==> config.mk <==
export PLATFORM = sky130hd
export DESIGN_NAME = ifu_fetch
export DESIGN_NICKNAME = d
export VERILOG_FILES = /design/src/rtl/riscv_pkg.sv /design/src/rtl/fetch_queue.sv /design/src/rtl/ifu_fetch.sv
export SDC_FILE = /design/constraint.sdc
export NUM_CORES = 1
export LEC_CHECK = 0
export CORE_UTILIZATION = 23
export DETAILED_ROUTE_END_ITERATION = 8
export GPL_TIMING_DRIVEN = 0
export HOLD_SLACK_MARGIN = 0.12
export PLACE_DENSITY = 0.41
export REMOVE_ABC_BUFFERS = 1
export SYNTH_ARGS = -nofsm -noshare
export SYNTH_HDL_FRONTEND = slang
export SYNTH_HIERARCHICAL = 1
export SYNTH_SLANG_ARGS = --single-unit
==> constraint.sdc <==
create_clock -name clk -period 3.2 [get_ports clk]
set_input_delay 0.8 -clock clk [delete_from_list [all_inputs] [get_ports clk]]
set_output_delay 0.8 -clock clk [all_outputs]
set_load 0.005 [all_outputs]
==> src/rtl/riscv_pkg.sv <==
// +--------------------------------------------------------------------+
// | riscv_pkg : shared widths, constants and fetch entry type          |
// | Rev 1.0                                                            |
// +--------------------------------------------------------------------+
`default_nettype none

package riscv_pkg;

    localparam int          XLEN             = 32;
    localparam int          ILEN             = 32;
    localparam logic [31:0] DEFAULT_RESET_PC = 32'h0000_0000;
    localparam logic [31:0] INSTR_NOP        = 32'h0000_0013;

    typedef struct packed {
        logic [XLEN-1:0] pc;
        logic [ILEN-1:0] instr;
    } fetch_entry_t;

endpackage

`default_nettype wire

==> src/rtl/fetch_queue.sv <==
// +--------------------------------------------------------------------+
// | fetch_queue : synchronous FIFO of fetch entries with flush         |
// | Rev 1.0                                                            |
// +--------------------------------------------------------------------+
`default_nettype none

module fetch_queue
    import riscv_pkg::*;
#(
    parameter int DEPTH = 2
) (
    input  logic         clk,
    input  logic         rst_n,
    input  logic         i_push,
    input  logic         i_pop,
    input  logic         i_flush,
    input  fetch_entry_t i_data,
    output fetch_entry_t o_head,
    output logic         o_full,
    output logic         o_empty
);

    localparam int            PW       = $clog2(DEPTH);
    localparam logic [PW-1:0] PTR_ONE  = PW'(1);
    localparam logic [PW:0]   CNT_ONE  = (PW + 1)'(1);
    localparam logic [PW:0]   CNT_FULL = (PW + 1)'(DEPTH);

    fetch_entry_t  r_mem [DEPTH];
    logic [PW-1:0] r_wr_ptr;
    logic [PW-1:0] r_rd_ptr;
    logic [PW:0]   r_count;

    // DEPTH is a power of two, so pointer overflow gives the modulo wrap.
    always_ff @(posedge clk or negedge rst_n) begin
        if (!rst_n) begin
            for (int i = 0; i < DEPTH; i++) begin
                r_mem[i] <= '0;
            end
            r_wr_ptr <= '0;
            r_rd_ptr <= '0;
            r_count  <= '0;
        end else if (i_flush) begin
            r_wr_ptr <= '0;
            r_rd_ptr <= '0;
            r_count  <= '0;
        end else begin
            if (i_push) begin
                r_mem[r_wr_ptr] <= i_data;
                r_wr_ptr        <= r_wr_ptr + PTR_ONE;
            end
            if (i_pop) begin
                r_rd_ptr <= r_rd_ptr + PTR_ONE;
            end
            case ({i_push, i_pop})
                2'b10:   r_count <= r_count + CNT_ONE;
                2'b01:   r_count <= r_count - CNT_ONE;
                default: r_count <= r_count;
            endcase
        end
    end

    assign o_head  = r_mem[r_rd_ptr];
    assign o_full  = (r_count == CNT_FULL);
    assign o_empty = (r_count == '0);

endmodule

`default_nettype wire

==> src/rtl/ifu_fetch.sv <==
// +--------------------------------------------------------------------+
// | ifu_fetch : PC owner, imem driver and fetch queue to decode        |
// | Rev 1.0                                                            |
// +--------------------------------------------------------------------+
`default_nettype none

module ifu_fetch
    import riscv_pkg::*;
#(
    parameter logic [31:0] RESET_PC = DEFAULT_RESET_PC,
    parameter int          QDEPTH   = 2
) (
    input  logic        clk,
    input  logic        rst_n,
    output logic [31:0] imem_addr,
    input  logic [31:0] imem_data,
    input  logic        redirect_valid,
    input  logic [31:0] redirect_pc,
    output logic        out_valid,
    input  logic        out_ready,
    output logic [31:0] out_pc,
    output logic [31:0] out_instr
);

    logic [31:0]  r_pc;
    logic         w_full;
    logic         w_empty;
    logic         w_deq;
    logic         w_fetch;
    fetch_entry_t w_entry;
    fetch_entry_t w_head;

    assign out_valid = ~w_empty & ~redirect_valid;
    assign w_deq     = out_valid & out_ready;
    assign w_fetch   = ~redirect_valid & (~w_full | w_deq);

    // Redirect target alignment bits are discarded; execute owns misalignment traps.
    always_ff @(posedge clk or negedge rst_n) begin
        if (!rst_n) begin
            r_pc <= RESET_PC;
        end else if (redirect_valid) begin
            r_pc <= redirect_pc & ~32'h0000_0003;
        end else if (w_fetch) begin
            r_pc <= r_pc + 32'd4;
        end
    end

    assign imem_addr     = r_pc;
    assign w_entry.pc    = r_pc;
    assign w_entry.instr = imem_data;

    fetch_queue #(
        .DEPTH (QDEPTH)
    ) u_fetch_queue (
        .clk     (clk),
        .rst_n   (rst_n),
        .i_push  (w_fetch),
        .i_pop   (w_deq),
        .i_flush (redirect_valid),
        .i_data  (w_entry),
        .o_head  (w_head),
        .o_full  (w_full),
        .o_empty (w_empty)
    );

    assign out_pc    = w_head.pc;
    assign out_instr = w_head.instr;

endmodule

`default_nettype wire

==> out/results.txt <==
Drt pass-1 iters - 4
I/O Buffers - 160
Post-synth EDFFs - 0
First-pass GRT wire length - 33700 um
Xor/xnor share of the synthesized area - 1.32%
Vias per cell - 4.44
Crit-path max FO - 12
Worst min-delay path category - in -> async
Adder-Cell Fraction of Synth Area - 0.158%
GRT Util Overall - 12.4%
Syn avg cell area - 13.8 um2
DRT antenna net count - 0
Initial Utilization - 23.5%
Routed wire length - 21100 um
Clk sink count - 162
Final setup margin - 0.132 ns
Compound-gate portion of the synthesized area - 5.47%
Congestion Overflow GR - 0
Pin count of the biggest net entering global routing - 87
Peak supply drop - 379 uV
Count of final setup violators - 0
Placed Cells - 1166
Data arrival, critical path - 3.38 ns
Cells after Synth - 575
Share of layout cells above drive strength 1 - 33.1%
Kind of critical path - in -> reg
CTS tree - built
Hold-fix buffers, CTS - 0
Routability cong. - 0.723
Mapped cell area - 7940 um2
Post-route insts no fill - 1203
Required time worst endpoint - 3.52 ns
Worst-margin pin slew - 1.13 ns
CTS Root Cell - clkbuf_16
Ys async rst share - 100%
Die ar. - 35300 um2
Die height - 188 um
RSZ-0062 raised after global routing - false
Clk slew on worst S/H paths - 0.06 ns
Die extent in x - 188 um
Routed len/inst - 17.6 um
Sequential-to-total area share from yosys stat - 51.0%
Inserted Clock Buffers - 17
Commonest non-fill, non-tap cell in the layout - dfrtp_1
Depth of the most critical reg-to-reg path - 8
Final hold slack - 0.323 ns
# diodes - 0
Netlist cell types - 52
Most used cells in the layout excluding fill and tap cells - dfrtp_1 (161), clkdlybuf4s50_1 (158), mux2_2 (132)
Critical Path Start Type - input pin
Mux share of post-synthesis cell area - 30.3%
Clock Path Buffers - 2
Post-DP HPWL - 14500 um
Period utilization - 95.9%
Synthesis-to-finish area growth - 36.1%
Minimum clock period - 3.07 ns
# DRC - 0
I/O Pins - 165
Max_cap viols - 0
Clk_skew - 0.0144 ns
Final Hold Fails - 0
Slew headroom - 24.1%
Slew Viols, Final - 0
Place WS - -1.92 ns
LEAKAGE - 0.00431 uW
#FFs+latches synth - 162
TNS Setup - 0 ns
Vias post-DR - 5346
Initial antenna violation count - 0
Simple-Gate Fraction of Synth Area - 7.52%
DRT iter0 DRCs - 167
Clock Latency Late Sink - 0.44 ns
H-tree depth - 4
Max Clk Rate - 0.326 GHz
Vias in the first global route - 5714
YS warnings - 6
Crit. End Element - flop
Largest family of logic cells by synthesized area - multiplexers
Fill cells - 3356
R2R setup slack - 0.46 ns
Status - completed
Rows - 67
Core box area - 33800 um2
Number of nets in the final layout - 813
Power per standard cell area - 766 nW/um2
Post-synth top flop - dfrtp_1
## per-layer routing
metal	GRT usage, %	wire length (um)	vias up	share of wire, %
li1	-	-	2460	-
met1	15.4	9440	2729	45
met2	20.7	10500	130	50
met3	3.41	875	27	4.1
met4	4.35	325	0	1.5
met5	0	0	-	0
## synth_stat cells (2+ instances only)
library cell | n | share of area, %
a2111o_1 | 2 | 0.28
a2111oi_0 | 2 | 0.22
a211oi_1 | 4 | 0.38
a21oi_1 | 2 | 0.13
a31oi_1 | 18 | 1.4
and4_1 | 3 | 0.33
buf_12 | 6 | 1.5
buf_2 | 10 | 0.63
buf_4 | 3 | 0.28
buf_6 | 7 | 0.99
clkbuf_1 | 8 | 0.38
dfrtp_1 | 162 | 51
inv_1 | 6 | 0.28
mux2_2 | 132 | 19
mux2_4 | 60 | 11
mux2i_1 | 2 | 0.25
nand2_1 | 21 | 0.99
nand3_1 | 10 | 0.63
nand4_1 | 6 | 0.47
nand4bb_1 | 5 | 0.71
nor2_1 | 24 | 1.1
nor2b_1 | 2 | 0.16
nor3b_1 | 3 | 0.28
nor4_1 | 2 | 0.16
o21ai_0 | 9 | 0.57
o21ai_1 | 6 | 0.38
o31ai_1 | 7 | 0.66
o41ai_1 | 7 | 0.77
or3_1 | 4 | 0.32
or3b_1 | 2 | 0.22
or4_1 | 9 | 0.85
xnor2_1 | 11 | 1.2
## stage by stage
| stage | area [um2] | utilization [%] | power (uW) |
|---|---|---|---|
| floorplan | 7660 | - | 4700 |
| global placement | 9820 | 29.1 | 6010 |
| detailed placement | 10100 | 29.9 | 6090 |
| CTS | 10800 | 31.9 | 8420 |
| global route | 10800 | 32.0 | 8760 |
| finish | 10800 | 32.0 | 8280 |
## cell families after synthesis
family	Yosys count
mux	194
fa+ha+maj	1
buf+inv	41
simple gates	102
flops	162
compound gates	62
xor+xnor	12
other cells	1
## flip-flops by register name, summed over array words and instances, names as in the netlist
name and cells:
u_fetch_queue/r_rd_ptr 1, u_fetch_queue/r_count 2, u_fetch_queue/r_mem 128, u_fetch_queue/r_wr_ptr 1
imem_addr 30
## final cells by class
class	count	area (um2)	area share, %
clock buffer	20	447	4.13
clock inverter	10	183	1.69
sequential	162	4060	37.5
multi-input combinational	377	3590	33.2
timing repair buffer	179	1940	18.0
tap	448	561	5.19
inverter	7	26.3	0.243
## where the power goes
| part | switching, uW | leakage (uW) | internal [uW] |
|---|---|---|---|
| combinational | 885 | 0.00210 | 1900 |
| clock | 831 | 0.000310 | 1400 |
| sequential | 450 | 0.00190 | 2810 |
| total | 2170 | 0.00431 | 6110 |
## timing repair
action / 4_1_cts / 5_1_grt
pin swaps: 1 / 0
resized for setup: 7 / 0
setup endpoints to repair: 190 / 2
setup buffers: 5 / 2
## path summary, 6_finish.rpt
path                                          startpoint                      end
min in group clk                 u_fetch_queue/r_mem[20]  u_fetch_queue/r_mem[20]
worst min-delay path                               rst_n  u_fetch_queue/r_mem[91]
max in group asynchronous                          rst_n   u_fetch_queue/r_rd_ptr
worst max-delay path                           out_ready  u_fetch_queue/r_mem[93]
worst max register to register  u_fetch_queue/r_count[0]  u_fetch_queue/r_mem[93]
worst min register to register   u_fetch_queue/r_mem[20]  u_fetch_queue/r_mem[20]
## worst max-delay path, stage by stage
cell	delay, ns
clkdlybuf4s50_1	0.49
or3b_4	0.48
a21oi_2	0.34
nor3b_4	0.33
buf_8	0.23
buf_16	0.17
buf_8	0.19
mux2_4	0.32
Power figures use the tool's default switching activity.
